[src/rtl/xbar_pkg.sv]
// xbar_pkg: FSM state type and helpers shared by the crossbar sequencing controller
package xbar_pkg;
  typedef enum logic [2:0] {IDLE, GRANT, ADDR, RESP, RELEASE} state_t;
  localparam int BEAT_BYTES_LOG2 = 3;
  localparam int MAX_MASTER = 16;
  function automatic logic [4:0] size_to_beats(input logic [2:0] a_size);
    return (a_size > 3'(BEAT_BYTES_LOG2)) ? 5'd1 << (a_size - 3'(BEAT_BYTES_LOG2)) : 5'd1;
  endfunction
  // Scans downward so an illegal multi-hot grant resolves to its lowest set index
  function automatic logic [3:0] onehot_to_idx(input logic [MAX_MASTER-1:0] grant);
    logic [3:0] idx;
    idx = '0;
    for (int i = MAX_MASTER - 1; i >= 0; i--) if (grant[i]) idx = 4'(i);
    return idx;
  endfunction
endpackage

[src/rtl/crossbar_ctl_if.sv]
// crossbar_ctl_if: request/grant, muxed A/D handshakes and ownership strobes around the controller
interface crossbar_ctl_if #(parameter int NMASTER = 16);
  logic [NMASTER-1:0] request, grant;
  logic a_valid, a_ready, d_valid, d_ready;
  logic [2:0] a_size;
  logic set_owner, clr_owner, busy, timeout;
  logic [3:0] owner_id;
  modport master (
    input request, grant, a_valid, a_ready, a_size, d_valid, d_ready,
    output set_owner, clr_owner, busy, owner_id, timeout
  );
  modport slave (
    output request, grant, a_valid, a_ready, a_size, d_valid, d_ready,
    input set_owner, clr_owner, busy, owner_id, timeout
  );
endinterface

[src/rtl/xbar_wdog.sv]
// xbar_wdog: response watchdog; expire flags the last counting cycle before a forced release
module xbar_wdog #(
  parameter int TIMEOUT = 1024,
  parameter int TO_W = $clog2(TIMEOUT)
) (
  input  logic clk,
  input  logic rst_n,
  input  logic clr,
  input  logic en,
  output logic expire
);
  logic [TO_W-1:0] cnt;
  always_ff @(posedge clk)
    if (!rst_n || clr) cnt <= '0;
    else if (en) cnt <= cnt + TO_W'(1);
  assign expire = en && cnt == TO_W'(TIMEOUT - 1);
endmodule

[src/rtl/crossbar_ctl.sv]
// crossbar_ctl: holds datapath ownership for one TileLink transaction (one A beat, all D beats)
module crossbar_ctl import xbar_pkg::*; #(
  parameter int NMASTER = 16,
  parameter int TIMEOUT = 1024,
  parameter int TO_W = $clog2(TIMEOUT)
) (
  input logic clk,
  input logic rst_n,
  crossbar_ctl_if.master bus
);
  state_t state;
  logic [4:0] beats;
  logic [NMASTER-1:0] gnt;
  logic a_fire, d_fire, wd_clr, wd_en, expire;
  assign gnt = bus.grant;
  assign a_fire = state == ADDR && bus.a_valid && bus.a_ready;
  assign d_fire = state == RESP && bus.d_valid && bus.d_ready;
  assign wd_clr = state == GRANT || a_fire || d_fire;
  assign wd_en = state == ADDR || state == RESP;
  assign bus.owner_id = onehot_to_idx(MAX_MASTER'(gnt));
  xbar_wdog #(.TIMEOUT(TIMEOUT), .TO_W(TO_W)) u_wdog (
    .clk, .rst_n, .clr(wd_clr), .en(wd_en), .expire
  );
  // Fires are tested before expire so a handshake on the last watchdog cycle wins
  always_ff @(posedge clk)
    if (!rst_n) begin
      state <= IDLE;
      beats <= '0;
      bus.set_owner <= 1'b0;
      bus.clr_owner <= 1'b0;
      bus.busy <= 1'b0;
      bus.timeout <= 1'b0;
    end else begin
      bus.set_owner <= 1'b0;
      bus.clr_owner <= 1'b0;
      bus.timeout <= 1'b0;
      case (state)
        IDLE: if (|bus.request) begin
          state <= GRANT;
          bus.set_owner <= 1'b1;
          bus.busy <= 1'b1;
        end
        GRANT: state <= ADDR;
        ADDR: if (~|gnt) begin
          state <= RELEASE;
          bus.clr_owner <= 1'b1;
        end else if (a_fire) begin
          state <= RESP;
          beats <= size_to_beats(bus.a_size);
        end else if (expire) begin
          state <= RELEASE;
          bus.clr_owner <= 1'b1;
          bus.timeout <= 1'b1;
        end
        RESP: if (d_fire) begin
          beats <= beats - 5'd1;
          if (beats == 5'd1) begin
            state <= RELEASE;
            bus.clr_owner <= 1'b1;
          end
        end else if (expire) begin
          state <= RELEASE;
          bus.clr_owner <= 1'b1;
          bus.timeout <= 1'b1;
        end
        RELEASE: begin
          state <= IDLE;
          bus.busy <= 1'b0;
        end
        default: state <= IDLE;
      endcase
    end
endmodule
[src/flat_wrapper.sv]
// flat-port wrapper written by rule: the top's interface ports become plain ports
module crossbar_ctl_flat import xbar_pkg::*;
#(
  parameter int NMASTER = 16,
  parameter int TIMEOUT = 1024,
  parameter int TO_W = $clog2(TIMEOUT)
)
  (clk, rst_n, bus_request, bus_grant, bus_a_valid, bus_a_ready, bus_a_size, bus_d_valid, bus_d_ready, bus_set_owner, bus_clr_owner, bus_busy, bus_owner_id, bus_timeout);
  crossbar_ctl_if #(.NMASTER(NMASTER)) bus_i ();
  input logic clk;
  input logic rst_n;
  input wire logic [$bits(bus_i.request)-1:0] bus_request;
  input wire logic [$bits(bus_i.grant)-1:0] bus_grant;
  input wire logic [$bits(bus_i.a_valid)-1:0] bus_a_valid;
  input wire logic [$bits(bus_i.a_ready)-1:0] bus_a_ready;
  input wire logic [$bits(bus_i.a_size)-1:0] bus_a_size;
  input wire logic [$bits(bus_i.d_valid)-1:0] bus_d_valid;
  input wire logic [$bits(bus_i.d_ready)-1:0] bus_d_ready;
  output wire logic [$bits(bus_i.set_owner)-1:0] bus_set_owner;
  output wire logic [$bits(bus_i.clr_owner)-1:0] bus_clr_owner;
  output wire logic [$bits(bus_i.busy)-1:0] bus_busy;
  output wire logic [$bits(bus_i.owner_id)-1:0] bus_owner_id;
  output wire logic [$bits(bus_i.timeout)-1:0] bus_timeout;
  assign bus_i.request = bus_request;
  assign bus_i.grant = bus_grant;
  assign bus_i.a_valid = bus_a_valid;
  assign bus_i.a_ready = bus_a_ready;
  assign bus_i.a_size = bus_a_size;
  assign bus_i.d_valid = bus_d_valid;
  assign bus_i.d_ready = bus_d_ready;
  assign bus_set_owner = bus_i.set_owner;
  assign bus_clr_owner = bus_i.clr_owner;
  assign bus_busy = bus_i.busy;
  assign bus_owner_id = bus_i.owner_id;
  assign bus_timeout = bus_i.timeout;
  crossbar_ctl #(.NMASTER(NMASTER), .TIMEOUT(TIMEOUT), .TO_W(TO_W)) u_core (.clk(clk), .rst_n(rst_n), .bus(bus_i));
endmodule
[config.mk]
export PLATFORM = sky130hd
export DESIGN_NAME = crossbar_ctl_flat
export DESIGN_NICKNAME = d
export VERILOG_FILES = /design/src/rtl/xbar_pkg.sv /design/src/rtl/crossbar_ctl_if.sv /design/src/rtl/xbar_wdog.sv /design/src/rtl/crossbar_ctl.sv /design/src/flat_wrapper.sv
export SDC_FILE = /design/constraint.sdc
export NUM_CORES = 1
export LEC_CHECK = 0
export ABC_AREA = 0
export BUFFER_PORTS_ARGS = -buffer_cell sky130_fd_sc_hd__buf_2
export CAP_MARGIN = 20
export CORE_ASPECT_RATIO = 0.8
export CORE_MARGIN = 2
export CORE_UTILIZATION = 25
export CTS_CLUSTER_SIZE = 16
export DETAILED_ROUTE_END_ITERATION = 7
export PLACE_DENSITY = 0.46
export REMOVE_ABC_BUFFERS = 1
export SLEW_MARGIN = 20
export SYNTH_ARGS = -nofsm -noshare
export SYNTH_HDL_FRONTEND = slang
export SYNTH_HIERARCHICAL = 1
export SYNTH_SLANG_ARGS = --single-unit
export TNS_END_PERCENT = 20
[constraint.sdc]
create_clock -name clk -period 4.8 [get_ports clk]
set_clock_uncertainty 0.05 [all_clocks]
set_input_delay 0.48 -clock clk [delete_from_list [all_inputs] [get_ports clk]]
set_output_delay 0.48 -clock clk [all_outputs]
set_load 0.1 [all_outputs]
-- Word level (Yosys, flattened, before mapping)
Index checks and enable logic that the tools add are counted.
- equal/unequal tests: 11
- shifts and indexed selects: 1
- reduce and logical (&&, ||, !) cells: 19
- mux-type cells: 40
- $lt $le $gt $ge: 1
- add/subtract/negate cells: 3
- operators by type and width (cell ; number):
    $mux W4 ; 16
    $reduce_or A16 Y1 ; 2
    $mux W5 ; 4
    $mux W3 ; 6
    $pmux W3 S4 ; 1
    $add A10 B1 Y10 const B ; 1
    $eq A10 B10 Y1 const B ; 1
    $pmux W5 S2 ; 1
    $mux W1 ; 9
    $eq A3 B2 Y1 const B ; 2
    $ne A2 B1 Y1 const B ; 3
    $pmux W1 S2 ; 3
    $reduce_and A2 Y1 ; 3
    $eq A5 B1 Y1 const B ; 1
    $logic_and A1 B1 Y1 ; 5
    $shl A1 B3 Y5 const A ; 1
    $sub A5 B1 Y5 const B ; 1
    $logic_or A1 B1 Y1 ; 4
    $reduce_and A4 Y1 ; 1
    $reduce_bool A2 Y1 ; 2
    $eq A3 B1 Y1 const B ; 1
    $eq A3 B3 Y1 const B ; 1
    $gt A3 B2 Y1 const B ; 1
    $logic_not A3 Y1 ; 1
    other kinds (4) ; 4
- logic and storage cells: 82
- bits of input ports: 41
- flip-flop bits (word level): 22

-- Depth between registers and ports, before layout
- depth after elaboration: 16
- mapped depth: 10
- gate-level depth less buffers: 8

-- Modules after synthesis
Netlist, hierarchy kept.
- modules (own cells, without submodules) (module ; cells an instance ; area an instance (µm²) ; instances ; sequential area each (µm²)):
    crossbar_ctl ; 129 ; 999.7 ; 1 ; 240.2
    xbar_wdog ; 52 ; 462.9 ; 1 ; 200.2

-- Worst setup path after synthesis
Ideal clock, no wire load.
- path type: input port to output port
- start point: in bus_grant[13]
- end point: out bus_owner_id[1]
- required time: 4.270 ns
- stages: 5
- data arrival time: 3.132 ns
- path slack: 1.138 ns
- cells stage by stage: nor2_1 > o21ai_0 > a21boi_0 > o31ai_1 > a211oi_1
- cells in the longest elaborated chain, start to end: 14
- RTL lines (element ; line ; source):
    start, declared ; flat_wrapper.sv:13 ; input wire logic [$bits(bus_i.grant)-1:0] bus_grant;
    $mux W4 (14 in a row) ; xbar_pkg.sv:13 ; for (int i = MAX_MASTER - 1; i >= 0; i--) if (grant[i]) idx = 4'(i);
    end, declared ; flat_wrapper.sv:22 ; output wire logic [$bits(bus_i.owner_id)-1:0] bus_owner_id;
No other way between the ends.

-- Worst setup path in the final report
- start point: reg u_core.state[1]
- end point: reg u_core.state[1]
- cells in the longest elaborated chain, start to end: 7
- elaborated cells between the ends (all ways): 18
- classes of those cells: eq/ne (5); mux (5); reduce/logical (8)
- RTL lines (element ; line ; source):
    start, declared ; crossbar_ctl.sv:11 ; state_t state;
    start signal, assigned ; crossbar_ctl.sv:27 ; state <= IDLE;
    start signal, assigned ; crossbar_ctl.sv:39 ; state <= GRANT;
    start signal, assigned ; crossbar_ctl.sv:43 ; GRANT: state <= ADDR;
    $eq A3 B2 Y1 ; crossbar_ctl.sv:19 ; assign wd_en = state == ADDR || state == RESP;
    $logic_or A1 B1 Y1 (*) ; crossbar_ctl.sv:19 ;
    net u_core.wd_en ; crossbar_ctl.sv:14 ; logic a_fire, d_fire, wd_clr, wd_en, expire;
    $logic_and A1 B1 Y1 (*) ; xbar_wdog.sv:16 ; assign expire = en && cnt == TO_W'(TIMEOUT - 1);
    net u_core.expire ; crossbar_ctl.sv:14 ;
    $mux W3 (*) ; n/a ;
    $mux W3 ; crossbar_ctl.sv:47 ; end else if (a_fire) begin
    $mux W3 ; crossbar_ctl.sv:44 ; ADDR: if (~|gnt) begin
    $pmux W3 S4 (*) ; crossbar_ctl.sv:37 ; case (state)
The timed path passes the listed nets; every way through them passes the cells marked *.
A chain may end at the register's enable or synchronous reset.

==> impl_results.md <==
- Crit path DAT: 2.59 ns
- Most frequent cells in the layout: buf_2, dfxtp_1, nor2_1
- Clk root buf: clkbuf_8
- Hold-fix buffers at CTS: 0
- Final setup viols: 0
- First-pass GRT wire length: 5.34 mm
- Core area: 0.00556 mm^2
- Cell Count Post-Placement: approximately 300
- Status: completed
- Bufs on Longest Clock Path: 2
- Synth Warn #: 6
- Total Power: 0.458 mW
- Post-synthesis register bit count: 22
- Reg-to-reg startpoint: u_core/state[1]
- Starting Density: a little over a quarter
- Sequential-to-total area share from yosys stat: 30.1%
- Slowest cell on the critical path: nor4_1
- CTS tree: built
- Worst VDD drop: 85.9 uV
- Net Sw Frac: 33.2%
- Pwr/cell area: 251 mW/mm^2
- Clk sinks: 22
- Sw power: 0.152 mW
- Worst-skew pair later-pin latency: 0.26 ns
- GP Congestion: roughly 0.74
- Most common cell after layout, fill and taps aside: buf_2
- WP data required: 4.91 ns
- Worst-Margin Slew: 0.574 ns
- Vias: between 1000 and 1500
- Reg2reg end: u_core/state[1]
- CP Capture Point: u_core/state[1]
- Post_cts resized: 0
- Crit path launch: u_core/state[1]
- Cts bufs inserted: 3
- DPL Wire Length: 2.64 mm
- Fmax achieved: 405 MHz
- Worst-path clk slew: approximately 0.08 ns
- Sequential share of power: 44.6%
- Post-route ant nets: 0
- Reg-to-reg slack, setup: 2.33 ns
- WL met1: 1.70 mm
- Htree depth: 1
- Standard-cell rows: 24
- Vias per cell: roughly 4.7
- Final Hold Violating Endpoints: 0
- FILL cells: between 500 and 600
- CP peak stage delay: 0.52 ns
- Crit path cell chain: nand2b_1, inv_1, nand4_2, nor4_1, mux2i_1, nor2b_1, o22ai_1, and2_1
- Average wire per standard cell: approximately 11 um
- Synthesized area per cell: 8.08 um^2
- Pin count of the biggest net entering global routing: 15
- DRC violations left: 0
- DR pass1 iterations: 4
- Synthesized cell area: 0.00146 mm^2
- Mapped Cells: 181
- Post-CTS Setup Inserts: 0
- Die area: ~0.0065 mm^2
- Initial antenna violation count: 0
- Die W: 89.5 um
- Setup CP Type: register to register
- Final setup TNS: 0 ns
- Yosys cell types: 44
- Number of global-route vias before repair: roughly 1200
- Max-Cap Viols: 0
- Final worst path period share: 51.5%
- Ant diodes: 0
- Worst path top cell family by delay: simple AND/OR/NAND/NOR gates
- Critical Path Source Type: register
- Fin crit period: roughly 2.5 ns
- DR WL met3: 206 um
- Share of cells above drive strength 1: 28.2%
- Port Buffers: 48
- GRT Util Overall: 10.3%
- P_int: 0.306 mW
- Final Util: 32.8%
- Layout Cells excl Fill: roughly 310
- CP Buf/Inv Count: 1
- WL met2: 1.39 mm
- Overflow after GRT: 0
- Power share of the clock group: 28.9%
- Layout Area Growth over Synthesis: 24.6%
- Starting DRT DRC Count: 56
- Stages on the worst setup path: 8
- Worst hold path class: register to register
- Critical path peak fanout: 11
- P_leak: 0.721 nW
- Total Wirelength: 3.32 mm
- Fraction of registers with async set/reset: 0%
- Post-synth EDFFs: 0
- CP endpoint kind: register
- RSZ-0062 raised after global routing: no
- Main flop type after synthesis: dfxtp_1
- R2R cell count: 8
- Logic pwr share: 26.6%
- Die extent in y: between 70 and 80 um
- Max-slew violations: 0
- Layout Nets: between 200 and 300
- Top routing layer used: met4
- IO Pins: 49
- Slew HR: 61.7%
sequential cells by signal, summed over array words and instances, names as in the netlist:
signal                count
u_core/beats              5
u_core/bus.busy           1
u_core/bus.clr_owner      1
u_core/bus.set_owner      1
u_core/bus.timeout        1
u_core/state              3
u_core/u_wdog/cnt        10
per-layer routing:
layer | up-vias | global-route usage [%]
met5 | - | 0
li1 | 753 | -
met3 | 2 | 2.73
met4 | 0 | 1.99
met2 | 35 | 16.0
met1 | 643 | 14.6
worst min path at each step:
stage / from / endpoint / slack, ns / cells past startpoint
CTS: u_core/u_wdog/cnt[9] / u_core/u_wdog/cnt[9] / 0.45 / 2
detailed placement: u_core/u_wdog/cnt[9] / u_core/u_wdog/cnt[9] / 0.44 / 2
floorplan: u_core/u_wdog/cnt[9] / u_core/u_wdog/cnt[9] / 0.40 / 2
finish: u_core/beats[1] / u_core/beats[1] / 0.46 / 2
global route: u_core/u_wdog/cnt[8] / u_core/u_wdog/cnt[8] / 0.48 / 2
global placement: u_core/u_wdog/cnt[9] / u_core/u_wdog/cnt[9] / 0.44 / 2
cell usage after synthesis (2+ instances only):
cell type / instances / share of area (%)
xnor2_1: 4 / 2.4
or3_2: 2 / 1.0
inv_1: 10 / 2.6
ha_1: 4 / 3.4
nand4_2: 2 / 1.7
mux2i_1: 2 / 1.4
xor2_1: 3 / 1.8
a21oi_1: 11 / 3.8
nand3b_1: 2 / 1.0
or4_1: 2 / 1.0
dfxtp_1: 22 / 30
o22ai_1: 2 / 0.86
nor4_1: 6 / 2.6
a211oi_1: 3 / 1.5
nor2_1: 18 / 4.6
o21ai_0: 12 / 4.1
nor4b_1: 3 / 1.8
nand3_1: 8 / 2.7
clkbuf_1: 4 / 1.0
nand4_1: 4 / 1.7
nor3_1: 4 / 1.4
nor4_4: 3 / 4.4
and2_1: 3 / 1.3
nand2_1: 17 / 4.4
o31ai_1: 6 / 3.1
nand2b_1: 6 / 2.6
kinds of logic after synthesis:
logic type | count (synthesis) | synth area share [%]
buf+inv | 16 | 4.88
simple gates | 87 | 36.5
mux | 3 | 2.39
fa+ha+maj | 4 | 3.42
compound gates | 42 | 18.5
flops | 22 | 30.1
xor+xnor | 7 | 4.19
stage by stage:
| stage | hold WS, ns | worst slack, ns | area, um^2 |
|---|---|---|---|
| 6_report | 0.458 | 2.33 | 1820 |
| 5_1_grt | 0.480 | 2.12 | 1820 |
| 3_3_place_gp | 0.439 | 2.42 | 1770 |
| 4_1_cts | 0.454 | 2.39 | 1820 |
| 2_1_floorplan | 0.402 | 1.14 | 1430 |
| 3_5_place_dp | 0.440 | 2.42 | 1770 |
worst reg2reg max path: stages (launching register included):
cell      delay, ns
dfxtp_1        0.47
nand2b_1       0.17
inv_1          0.25
nand4_2        0.26
nor4_1         0.52
mux2i_1        0.22
nor2b_1        0.18
o22ai_1        0.09
and2_1         0.17
cell type report:
type | instances | area, um^2 | share of cell area, %
Clock buffer | 4 | 55.1 | 3.02
Sequential cell | 22 | 440 | 24.2
Tap cell | 78 | 97.6 | 5.36
Inverter | 10 | 37.5 | 2.06
Timing Repair Buffer | 48 | 240 | 13.2
Multi-Input combinational cell | 143 | 951 | 52.2
power by group through the flow:
stage	combinational, mW	sequential [mW]	clock, mW
3_3_place_gp	0.122	0.208	0
6_report	0.122	0.204	0.132
3_5_place_dp	0.122	0.208	0
5_1_grt	0.133	0.206	0.146
2_1_floorplan	0.0631	0.226	0
4_1_cts	0.122	0.204	0.139
(Power assumes the default switching activity.)
